File: src/rtl/mem_access_unit_pkg.sv
// Shared definitions for the MEM-stage data-memory access unit.
//   - mau_state_e  : access FSM states (idle, request outstanding, completion)
//   - DefAddrWidth : default byte-address width
//   - DefDataWidth : default data word width
//   - AlignMask    : address LSBs that must be zero for a word access
//   - is_aligned() : word-alignment test on the two address LSBs
package mem_access_unit_pkg;

   localparam int unsigned DefAddrWidth = 32;
   localparam int unsigned DefDataWidth = 32;
   localparam logic [1:0]  AlignMask    = 2'b11;

   typedef enum logic [1:0] {
      StIdle,
      StReq,
      StDone
   } mau_state_e;

   function automatic logic is_aligned(input logic [1:0] addr_lsb);
      return (addr_lsb & AlignMask) == 2'b00;
   endfunction

endpackage

File: src/rtl/mem_access_unit_if.sv
// Data-memory bus between the access unit (master) and the memory (slave).
//   req   : request, held until ack or abandon
//   we    : 1 = write, 0 = read
//   addr  : byte address
//   wdata : store data
//   ack   : single-cycle completion from memory
//   rdata : read data, valid with ack
interface mem_access_unit_if #(
   parameter int unsigned ADDR_WIDTH = 32,
   parameter int unsigned DATA_WIDTH = 32
);
   logic                  req;
   logic                  we;
   logic [ADDR_WIDTH-1:0] addr;
   logic [DATA_WIDTH-1:0] wdata;
   logic                  ack;
   logic [DATA_WIDTH-1:0] rdata;

   modport master (
      output req,
      output we,
      output addr,
      output wdata,
      input  ack,
      input  rdata
   );

   modport slave (
      input  req,
      input  we,
      input  addr,
      input  wdata,
      output ack,
      output rdata
   );
endinterface

File: src/rtl/mem_timeout_counter.sv
// Counts cycles spent waiting for a bus acknowledge.
//   clk, reset : clock, asynchronous active-high reset
//   clear_i    : synchronous clear (has priority over enable_i)
//   enable_i   : count this cycle
//   tc_o       : this enabled cycle is the TIMEOUT_CYCLES-th one
module mem_timeout_counter #(
   parameter int unsigned TIMEOUT_CYCLES = 255
) (
   input  logic clk,
   input  logic reset,
   input  logic clear_i,
   input  logic enable_i,
   output logic tc_o
);

   // Count value during the first waiting cycle is 0, so the terminal
   // cycle is the one where the count equals TIMEOUT_CYCLES - 1.
   localparam logic [7:0] TermCnt = 8'(TIMEOUT_CYCLES - 1);

   logic [7:0] cnt_q, cnt_d;

   assign tc_o = enable_i && (cnt_q == TermCnt);

   always_comb begin
      cnt_d = cnt_q;
      if (clear_i) begin
         cnt_d = '0;
      end else if (enable_i && !tc_o) begin
         cnt_d = cnt_q + 8'd1;
      end
   end

   always_ff @(posedge clk or posedge reset) begin
      if (reset) begin
         cnt_q <= '0;
      end else begin
         cnt_q <= cnt_d;
      end
   end

endmodule

File: src/rtl/mem_access_unit.sv
// MEM-stage data-memory access unit. Turns load/store requests from the
// EX/MEM register into a req/ack bus transaction, stalls the pipeline while
// it is outstanding, returns load data and flags misalignment and timeouts.
//   clk, reset    : clock, asynchronous active-high reset
//   i_mem_read    : load in MEM stage
//   i_mem_write   : store in MEM stage (wins if both set)
//   i_alu_result  : access byte address
//   i_data_2      : store data
//   o_stall       : freeze upstream stages (combinational)
//   o_read_data   : last completed load data
//   o_read_valid  : pulse, o_read_data updated this cycle
//   o_misaligned  : pulse, misaligned access dropped
//   o_bus_timeout : pulse, transaction abandoned
//   bus           : data-memory bus, master side
module mem_access_unit
   import mem_access_unit_pkg::*;
#(
   parameter int unsigned ADDR_WIDTH     = DefAddrWidth,
   parameter int unsigned DATA_WIDTH     = DefDataWidth,
   parameter int unsigned TIMEOUT_CYCLES = 255
) (
   input  logic                  clk,
   input  logic                  reset,
   input  logic                  i_mem_read,
   input  logic                  i_mem_write,
   input  logic [ADDR_WIDTH-1:0] i_alu_result,
   input  logic [DATA_WIDTH-1:0] i_data_2,
   output logic                  o_stall,
   output logic [DATA_WIDTH-1:0] o_read_data,
   output logic                  o_read_valid,
   output logic                  o_misaligned,
   output logic                  o_bus_timeout,
   mem_access_unit_if.master     bus
);

   mau_state_e state_q, state_d;

   logic                  req_q, req_d;
   logic                  we_q, we_d;
   logic [ADDR_WIDTH-1:0] addr_q, addr_d;
   logic [DATA_WIDTH-1:0] wdata_q, wdata_d;
   logic [DATA_WIDTH-1:0] rdata_q, rdata_d;
   logic                  rvalid_q, rvalid_d;
   logic                  mis_q, mis_d;
   logic                  tout_q, tout_d;

   logic access, aligned, stall;
   logic cnt_clr, cnt_en, cnt_tc;

   assign access  = i_mem_read | i_mem_write;
   assign aligned = is_aligned(i_alu_result[1:0]);

   mem_timeout_counter #(
      .TIMEOUT_CYCLES(TIMEOUT_CYCLES)
   ) u_timeout (
      .clk     (clk),
      .reset   (reset),
      .clear_i (cnt_clr),
      .enable_i(cnt_en),
      .tc_o    (cnt_tc)
   );

   always_comb begin
      state_d  = state_q;
      req_d    = 1'b0;
      we_d     = we_q;
      addr_d   = addr_q;
      wdata_d  = wdata_q;
      rdata_d  = rdata_q;
      rvalid_d = 1'b0;
      mis_d    = 1'b0;
      tout_d   = 1'b0;
      cnt_clr  = 1'b0;
      cnt_en   = 1'b0;
      stall    = 1'b0;

      unique case (state_q)
         StIdle: begin
            cnt_clr = 1'b1;
            if (access) begin
               if (aligned) begin
                  stall   = 1'b1;
                  addr_d  = i_alu_result;
                  wdata_d = i_data_2;
                  we_d    = i_mem_write;
                  req_d   = 1'b1;
                  state_d = StReq;
               end else begin
                  mis_d = 1'b1;
               end
            end
         end
         StReq: begin
            stall  = 1'b1;
            cnt_en = 1'b1;
            if (bus.ack) begin
               // Ack beats a coincident terminal count.
               if (!we_q) begin
                  rdata_d  = bus.rdata;
                  rvalid_d = 1'b1;
               end
               state_d = StDone;
            end else if (cnt_tc) begin
               tout_d = 1'b1;
               if (!we_q) begin
                  rdata_d  = '0;
                  rvalid_d = 1'b1;
               end
               state_d = StDone;
            end else begin
               req_d = 1'b1;
            end
         end
         StDone: begin
            cnt_clr = 1'b1;
            state_d = StIdle;
         end
         default: begin
            state_d = StIdle;
         end
      endcase
   end

   always_ff @(posedge clk or posedge reset) begin
      if (reset) begin
         state_q  <= StIdle;
         req_q    <= 1'b0;
         we_q     <= 1'b0;
         addr_q   <= '0;
         wdata_q  <= '0;
         rdata_q  <= '0;
         rvalid_q <= 1'b0;
         mis_q    <= 1'b0;
         tout_q   <= 1'b0;
      end else begin
         state_q  <= state_d;
         req_q    <= req_d;
         we_q     <= we_d;
         addr_q   <= addr_d;
         wdata_q  <= wdata_d;
         rdata_q  <= rdata_d;
         rvalid_q <= rvalid_d;
         mis_q    <= mis_d;
         tout_q   <= tout_d;
      end
   end

   // Stall is the only combinational output; force it low while in reset so
   // every output reads zero immediately.
   assign o_stall       = stall & ~reset;
   assign o_read_data   = rdata_q;
   assign o_read_valid  = rvalid_q;
   assign o_misaligned  = mis_q;
   assign o_bus_timeout = tout_q;

   assign bus.req   = req_q;
   assign bus.we    = we_q;
   assign bus.addr  = addr_q;
   assign bus.wdata = wdata_q;

endmodule

File: src/flat_wrapper.sv
// flat-port wrapper written by rule: the top's interface ports become plain ports
module mem_access_unit_flat import mem_access_unit_pkg::*;
#(
   parameter int unsigned ADDR_WIDTH     = DefAddrWidth,
   parameter int unsigned DATA_WIDTH     = DefDataWidth,
   parameter int unsigned TIMEOUT_CYCLES = 255
)
  (clk, reset, i_mem_read, i_mem_write, i_alu_result, i_data_2, o_stall, o_read_data, o_read_valid, o_misaligned, o_bus_timeout, bus_req, bus_we, bus_addr, bus_wdata, bus_ack, bus_rdata);
  mem_access_unit_if #(.ADDR_WIDTH(ADDR_WIDTH), .DATA_WIDTH(DATA_WIDTH)) bus_i ();
  input  logic clk;
  input  logic reset;
  input  logic i_mem_read;
  input  logic i_mem_write;
  input  logic [ADDR_WIDTH-1:0] i_alu_result;
  input  logic [DATA_WIDTH-1:0] i_data_2;
  output logic o_stall;
  output logic [DATA_WIDTH-1:0] o_read_data;
  output logic o_read_valid;
  output logic o_misaligned;
  output logic o_bus_timeout;
  output wire logic [$bits(bus_i.req)-1:0] bus_req;
  output wire logic [$bits(bus_i.we)-1:0] bus_we;
  output wire logic [$bits(bus_i.addr)-1:0] bus_addr;
  output wire logic [$bits(bus_i.wdata)-1:0] bus_wdata;
  input wire logic [$bits(bus_i.ack)-1:0] bus_ack;
  input wire logic [$bits(bus_i.rdata)-1:0] bus_rdata;
  assign bus_req = bus_i.req;
  assign bus_we = bus_i.we;
  assign bus_addr = bus_i.addr;
  assign bus_wdata = bus_i.wdata;
  assign bus_i.ack = bus_ack;
  assign bus_i.rdata = bus_rdata;
  mem_access_unit #(.ADDR_WIDTH(ADDR_WIDTH), .DATA_WIDTH(DATA_WIDTH), .TIMEOUT_CYCLES(TIMEOUT_CYCLES)) u_core (.clk(clk), .reset(reset), .i_mem_read(i_mem_read), .i_mem_write(i_mem_write), .i_alu_result(i_alu_result), .i_data_2(i_data_2), .o_stall(o_stall), .o_read_data(o_read_data), .o_read_valid(o_read_valid), .o_misaligned(o_misaligned), .o_bus_timeout(o_bus_timeout), .bus(bus_i));
endmodule
File: config.mk
export PLATFORM = sky130hd
export DESIGN_NAME = mem_access_unit_flat
export DESIGN_NICKNAME = d
export VERILOG_FILES = /design/src/rtl/mem_access_unit_pkg.sv /design/src/rtl/mem_access_unit_if.sv /design/src/rtl/mem_timeout_counter.sv /design/src/rtl/mem_access_unit.sv /design/src/flat_wrapper.sv
export SDC_FILE = /design/constraint.sdc
export NUM_CORES = 1
export LEC_CHECK = 0
export ABC_CLOCK_PERIOD_IN_PS = 5300
export BUFFER_PORTS_ARGS = -buffer_cell sky130_fd_sc_hd__buf_2
export CORE_MARGIN = 2
export CORE_UTILIZATION = 45
export DETAILED_ROUTE_END_ITERATION = 8
export PLACE_DENSITY = 0.77
export SKIP_LAST_GASP = 1
export SYNTH_ARGS = -nofsm -noshare
export SYNTH_HDL_FRONTEND = slang
export SYNTH_SLANG_ARGS = --single-unit
File: constraint.sdc
create_clock -name clk -period 5.3 [get_ports clk]
set_clock_uncertainty 0.05 [all_clocks]
set_input_delay 1.06 -clock clk [delete_from_list [all_inputs] [get_ports clk]]
set_output_delay 1.06 -clock clk [all_outputs]
set_load 0.005 [all_outputs]
==> results by group, run 1 <==
Power and ir drop
  • Reg power frac: 50.2%
  • Power density cells: 388 mW/mm^2
  • Max rail drop VDD: 161 uV
  • Clock power share: 23.7%
  • Design Power: 2.28 mW
  • Internal: 1.63 mW
  • Combinational power share: 26.1%
  • Net Sw Power: 0.652 mW
  • Pleak: 2.86 nW
  • Sw frac: 28.5%

Hold path
  • Type of the tightest min-delay check: flip-flop to flip-flop
  • Worst Min Path Start: u_core.bus.addr[1]
  • WHS Path Cells: 1

Global route
  • Grt total ovfl: 0
  • GRT Resource Usage Total: 20.3%
  • First-pass GRT wire length: 17.4 mm
  • Vias in the first global route: 3339
  • Pin count of the biggest net entering global routing: 77
  • Initial antenna violation count: 1

Yosys
  • Post-synth top flop: dfrtp_1
  • Net count after synthesis: 422
  • Synth Area in Simple Gates: 4.53%
  • Cells after Synth: 319
  • Synth Area in Adders: 0.549%
  • Proportion of synthesized area in mux cells: 17.4%
  • Xor/xnor share of the synthesized area: 0%
  • Compound-Gate Fraction of Synth Area: 13.8%
  • Syn avg cell area: 14.3 um^2
  • Netlist Area Pre-Place: 0.00456 mm^2
  • Async S/R FF share, synth: 100%
  • Number of library cell types mapped by synthesis: 36
  • Number of synthesized flops with an enable pin: 0
  • Count of state elements after synthesis: 111
  • Sequential area share after synthesis: 60.9%
  • Largest family of logic cells by synthesized area: multiplexers
  • Number of synthesis warnings: 0

Die
  • Area of the core: 0.00982 mm^2
  • # IOs: 203
  • Die Height: 105 um
  • Die Wd: 105 um
  • Rows: 36
  • Die ar.: 0.0110 mm^2
  • Initial Util: 46.4%

Cells and area
  • Final core occ: 60.0%
  • Fraction of layout cells with a size suffix above 1: 55.8%
  • Multi-input gate area: 0.00168 mm^2
  • Nets: 616
  • Most frequent cells in the layout: 202 x buf_2, 111 x dfrtp_1, 48 x mux2_2
  • Fill count: 796
  • Register area: 0.00278 mm^2
  • Leading cell type in the layout, fill and taps excluded: buf_2
  • Area Overhead vs Synth: 29.2%

Detailed routing
  • Drt drc: 0
  • Detailed Routing Iterations Pass 1: 4
  • Routed Antenna Nets: 0
  • Via count: 3327
  • DRT Wirelength: 11.0 mm
  • Routed wire per std cell: 16.8 um
  • Via density: 5.10
  • Initial DRC count: 196

Clocking
  • Worst-path clk slew: 0.11 ns
  • Worst-Skew Late Latency: 0.37 ns
  • Post CTS Setup Buffer Count: 0
  • H-tree Lvls: 3
  • Clock Path Buffers: 2
  • TritonCTS buffer count: 9
  • # clock sinks: 111
  • CTS Hold Bufs: 0
  • Post_cts resized: 0
  • TritonCTS clock tree: yes
  • Root Buffer: clkbuf_8

Timing
  • Slew headroom: 22.6%
  • Fin. Hold Viols: 0
  • RSZ-0062 raised after global routing: false
  • Worst-Margin Slew: 1.16 ns
  • Max frequency: 263 MHz
  • Final-report max-slew violation count: 0
  • Fin Setup TNS: 0 ns
  • Hold Worst Slack: 0.444 ns
  • # setup viols final: 0
  • Minimum clock period: 3.81 ns
  • Period utilisation layout: 71.9%

Critical path
  • Crit path from: i_alu_result[1]
  • CP endpoint kind: output pin
  • Reg2Reg Depth: 3
  • Worst Path Required: 4.19 ns
  • Worst r2r src: u_core.state_q[0]
  • Maximum fanout along the worst path: 68
  • Worst Path Arrival: 2.70 ns
  • Crit Path Class: primary input to output pin
  • CP Launch Type: primary input

Placement
  • Routability cong.: 0.779
  • DP HPWL: 7.79 mm
  • Port Buffer Count: 202

Job
  • Max-Cap Viols: 0

Run status
  • Status: finished clean
==> registers in the layout (all words and copies together), names as in the netlist <==
| signal | cells |
|---|---|
| u_core.bus.addr | 32 |
| u_core.bus.wdata | 32 |
| u_core.o_read_data | 32 |
| u_core.u_timeout.cnt_q | 8 |
| u_core.state_q | 2 |
| u_core.bus.req | 1 |
| u_core.bus.we | 1 |
| u_core.o_bus_timeout | 1 |
| u_core.o_misaligned | 1 |
| u_core.o_read_valid | 1 |
==> logic make-up (layout without fill, tap and decap cells) <==
group                    count (synthesis)  after routing
flip-flops                             111            111
AO/OA/AOI/OAI                           79             79
multiplexers                            66             66
AND/OR/NAND/NOR                         35             35
buffers and inverters                   26            225
adder cells (fa/ha/maj)                  2              2
other                                    0              1
==> path summary, 6_finish.rpt <==
path | endpoint | slack (ns)
min in group asynchronous | u_core.bus.wdata[4] | 0.84
max in group asynchronous | u_core.u_timeout.cnt_q[4] | 3.35
hold reg to reg | u_core.bus.addr[1] | 0.44
setup reg to reg | u_core.o_read_data[5] | 3.05
setup / recovery | o_stall | 1.49
hold / removal | u_core.bus.addr[1] | 0.44
==> metal layers <==
| metal | wire [um] | vias up | GRT usage [%] |
|---|---|---|---|
| li1 | - | 1557 | - |
| met1 | 4520 | 1631 | 24.2 |
| met2 | 5570 | 126 | 35.5 |
| met3 | 691 | 13 | 5.05 |
| met4 | 180 | 0 | 7.90 |
| met5 | 0 | - | 0 |
==> Yosys cell counts (2+ instances only) <==
library cell | number | area (um^2)
dfrtp_1 | 111 | 2780
mux2_2 | 48 | 541
a21o_1 | 32 | 240
a22o_1 | 32 | 280
mux2_4 | 15 | 225
clkbuf_1 | 14 | 52.6
nand2b_1 | 6 | 37.5
buf_2 | 5 | 25.0
nand2_1 | 5 | 18.8
nor2_1 | 5 | 18.8
inv_1 | 4 | 15.0
a21oi_1 | 3 | 15.0
buf_6 | 3 | 33.8
mux2i_1 | 3 | 30.0
nand3_1 | 3 | 15.0
nor4_1 | 3 | 18.8
a211oi_1 | 2 | 15.0
a31oi_1 | 2 | 12.5
and2_1 | 2 | 12.5
and3_1 | 2 | 12.5
ha_1 | 2 | 25.0
nor3_1 | 2 | 10.0
o31ai_1 | 2 | 15.0
==> critical path: stages <==
cell and delay, ns:
buf_2 0.10, nor2_1 0.13, or4b_4 0.87, a211oi_1 0.37
buf_2 0.16
==> layout make-up <==
type                       instances  share of cell area, %
antenna                            1                 0.0425
multi-input combinational        182                   28.5
clock buffer                      10                   2.34
clock inverter                     6                   1.32
inverter                           4                  0.297
timing repair buffer             205                   17.5
sequential                       111                   47.1
tap                              133                   2.82
==> stage by stage <==
stage	setup slack, ns	cells	instance area (um^2)
2_1_floorplan	1.26	319	4560
3_3_place_gp	1.57	635	5670
3_5_place_dp	1.49	635	5670
4_1_cts	1.47	651	5890
5_1_grt	1.39	652	5890
6_report	1.49	652	5890
==> power groups by stage <==
stage	clock (mW)	sequential [mW]	combinational (mW)
floorplan	0	1.17	0.302
global placement	0	1.15	0.586
detailed placement	0	1.16	0.603
CTS	0.555	1.15	0.605
global route	0.591	1.17	0.650
finish	0.540	1.15	0.596
No activity file was read; power rests on OpenSTA's default activity.
==> inputs of run 2 (changes only) <==
- ABC_AREA: unset -> 1
- ABC_CLOCK_PERIOD_IN_PS: 5300 -> 3900
- clock period: 5.3 -> 3.9 ns (I/O delays scaled with it)
==> results by group, run 2 <==
Clocking
  • Post CTS Setup Buffer Count: 0
  • Worst-Skew Late Latency: 0.36 ns
  • Root Buffer: clkbuf_8
  • Worst-path clk slew: 0.10 ns
  • CTS Hold Bufs: 0
  • # clock sinks: 111
  • Post_cts resized: 0
  • Clock Path Buffers: 2
  • TritonCTS clock tree: yes
  • TritonCTS buffer count: 9
  • H-tree Lvls: 3

Timing
  • # setup viols final: 0
  • RSZ-0062 raised after global routing: false
  • Fin. Hold Viols: 0
  • Final-report max-slew violation count: 0
  • Max frequency: 355 MHz
  • Final WS setup: 1.08 ns
  • Slew headroom: 29.4%
  • Worst-Margin Slew: 1.06 ns
  • Period utilisation layout: 72.3%
  • Minimum clock period: 2.82 ns
  • Fin Setup TNS: 0 ns

Power and ir drop
  • Clock power share: 21.5%
  • Net Sw Power: 1.04 mW
  • Combinational power share: 27.5%
  • Max rail drop VDD: 330 uV
  • Reg power frac: 51.0%
  • Sw frac: 31.8%
  • Power density cells: 552 mW/mm^2
  • Design Power: 3.27 mW
  • Internal: 2.23 mW
  • Pleak: 3.38 nW

Critical path
  • CP cell instances: nor2_1 -> nand3_4 -> a21oi_1 -> buf_2
  • R2r endpoint: u_core.o_read_data[10]
  • Worst r2r src: u_core.u_timeout.cnt_q[0]
  • Maximum fanout along the worst path: 55
  • Reg2Reg Depth: 7
  • Worst Path Arrival: 1.99 ns
  • CP peak stage delay: 0.48 ns
  • Slowest CP cell: dfrtp_1
  • Worst Path Required: 3.07 ns
  • CP endpoint kind: output pin
  • CP delay by family, top: simple AND/OR/NAND/NOR gates
  • Worst Path Buf+Inv: 1
  • R2r setup slk: 1.58 ns
  • Crit Path Class: flip-flop to output pin
  • CP Launch Type: flip-flop

Global route
  • Initial antenna violation count: 0
  • First-pass GRT wire length: 17.5 mm
  • Vias in the first global route: 3797
  • GRT Resource Usage Total: 19.4%
  • Pin count of the biggest net entering global routing: 78
  • Grt total ovfl: 0

Die
  • Die Height: 106 um
  • Die ar.: 0.0111 mm^2
  • Rows: 37
  • # IOs: 203
  • Die Wd: 106 um
  • Area of the core: 0.0102 mm^2
  • Initial Util: 45.5%

Cells and area
  • Most frequent cells in the layout: 202 x buf_2, 111 x dfrtp_1, 104 x inv_1
  • N_diodes: 0
  • Final instance area: 0.00592 mm^2
  • Final core occ: 58.1%
  • Area Overhead vs Synth: 27.7%
  • Fraction of layout cells with a size suffix above 1: 36.4%
  • Leading cell type in the layout, fill and taps excluded: buf_2
  • Fill count: 932
  • Nets: 798

Yosys
  • Number of library cell types mapped by synthesis: 24
  • Netlist Area Pre-Place: 0.00464 mm^2
  • Synth area leader: dfrtp_1
  • Sequential area share after synthesis: 59.9%
  • Synth area leaders: dfrtp_1 60%, inv_1 8.5%, o21ai_0 8.3%, nand2_1 7.2%, nand3_1 4.2%
  • Post-synth top flop: dfrtp_1
  • Count of state elements after synthesis: 111
  • Area share of the largest cell type after synthesis: 59.9%
  • Net count after synthesis: 605
  • Number of synthesized flops with an enable pin: 0
  • Post-synth top cells: 111 x dfrtp_1, 105 x inv_1, 89 x nand2_1
  • Cells after Synth: 502
  • Top-count cell post-synth: dfrtp_1
  • Number of synthesis warnings: 0
  • Syn avg cell area: 9.24 um^2
  • Async S/R FF share, synth: 100%

Hold path
  • WHS Path Cells: 2
  • Hold endpoint: u_core.bus.addr[0]
  • Worst Min Path Start: u_core.bus.addr[0]
  • Type of the tightest min-delay check: flip-flop to flip-flop

Detailed routing
  • Routed Antenna Nets: 0
  • Initial DRC count: 226
  • Via count: 3859
  • Drt drc: 0
  • Via density: 4.62
  • Routed wire per std cell: 12.7 um
  • DRT Wirelength: 10.6 mm
  • Detailed Routing Iterations Pass 1: 4

Run status
  • Status: finished clean

Placement
  • Routability cong.: 0.806
  • Port Buffer Count: 202
  • DP HPWL: 7.70 mm
  • Placed Area: 0.00572 mm^2
  • Pre-CTS setup slack: 1.12 ns

Job
  • Max-Cap Viols: 0
## run 2: cell count changes in the layout (fill, tap and decap cells not counted), moves of 32 or more
cell	delta
a22o_1	-32
inv_1	+101
nand2_1	+84
nand3_1	+35
o21ai_0	+76
a21o_1	-32
mux2_2	-48
## run 2: worst register-to-register path: cells and delay by family (launching register included)
family	cells	cell delay [ns]
AND/OR/NAND/NOR	3	0.34
flip-flops	1	0.42
AO/OA/AOI/OAI	2	1.09
buffers and inverters	1	0.11
adder cells (fa/ha/maj)	1	0.16
## run 2: power by group through the flow
stage | logic, mW | clock network (mW) | registers, mW
floorplan | 0.398 | 0 | 1.71
global placement | 0.884 | 0 | 1.67
detailed placement | 0.916 | 0 | 1.68
CTS | 0.916 | 0.726 | 1.67
global route | 1.02 | 0.771 | 1.71
finish | 0.899 | 0.703 | 1.67
## run 2: worst max path at each step
stage,to,startpoint,cells past startpoint
global route,o_stall,u_core.state_q[0],4
detailed placement,o_stall,i_alu_result[1],5
floorplan,u_core.bus.addr[0],reset,1
finish,o_stall,u_core.state_q[0],4
global placement,o_stall,i_alu_result[1],5
CTS,o_stall,u_core.state_q[0],4
## run 2: per-stage QoR
step                instances  hold slack (ns)
global placement          820            0.399
detailed placement        820            0.407
finish                    836            0.428
global route              836            0.462
floorplan                 502            0.410
CTS                       836            0.433
## run 2: cell type report
class,count,area (um^2),area share [%]
Inverter,108,408,6.89
Multi-Input combinational cell,259,1320,22.3
Tap cell,136,170,2.87
Sequential cell,111,2780,46.9
Clock inverter,7,81.3,1.37
Timing Repair Buffer,206,1040,17.6
Clock buffer,9,124,2.09
## run 2: routing by layer
metal | part of all wire (%) | vias to the layer above | global-route usage (%)
li1 | - | 1930 | -
met1 | 41 | 1794 | 23.1
met2 | 52 | 119 | 34.1
met3 | 5.4 | 16 | 3.65
met4 | 2.1 | 0 | 8.46
met5 | 0 | - | 0
## run 2: cells by family (layout without fill, tap and decap cells)
family	after synthesis	after routing	synth area share, %
AO/OA/AOI/OAI	103	103	12.9
XOR/XNOR	3	3	0.567
adder cells (fa/ha/maj)	2	2	0.539
buffers and inverters	132	330	12.0
flip-flops	111	111	59.9
AND/OR/NAND/NOR	151	151	14.1
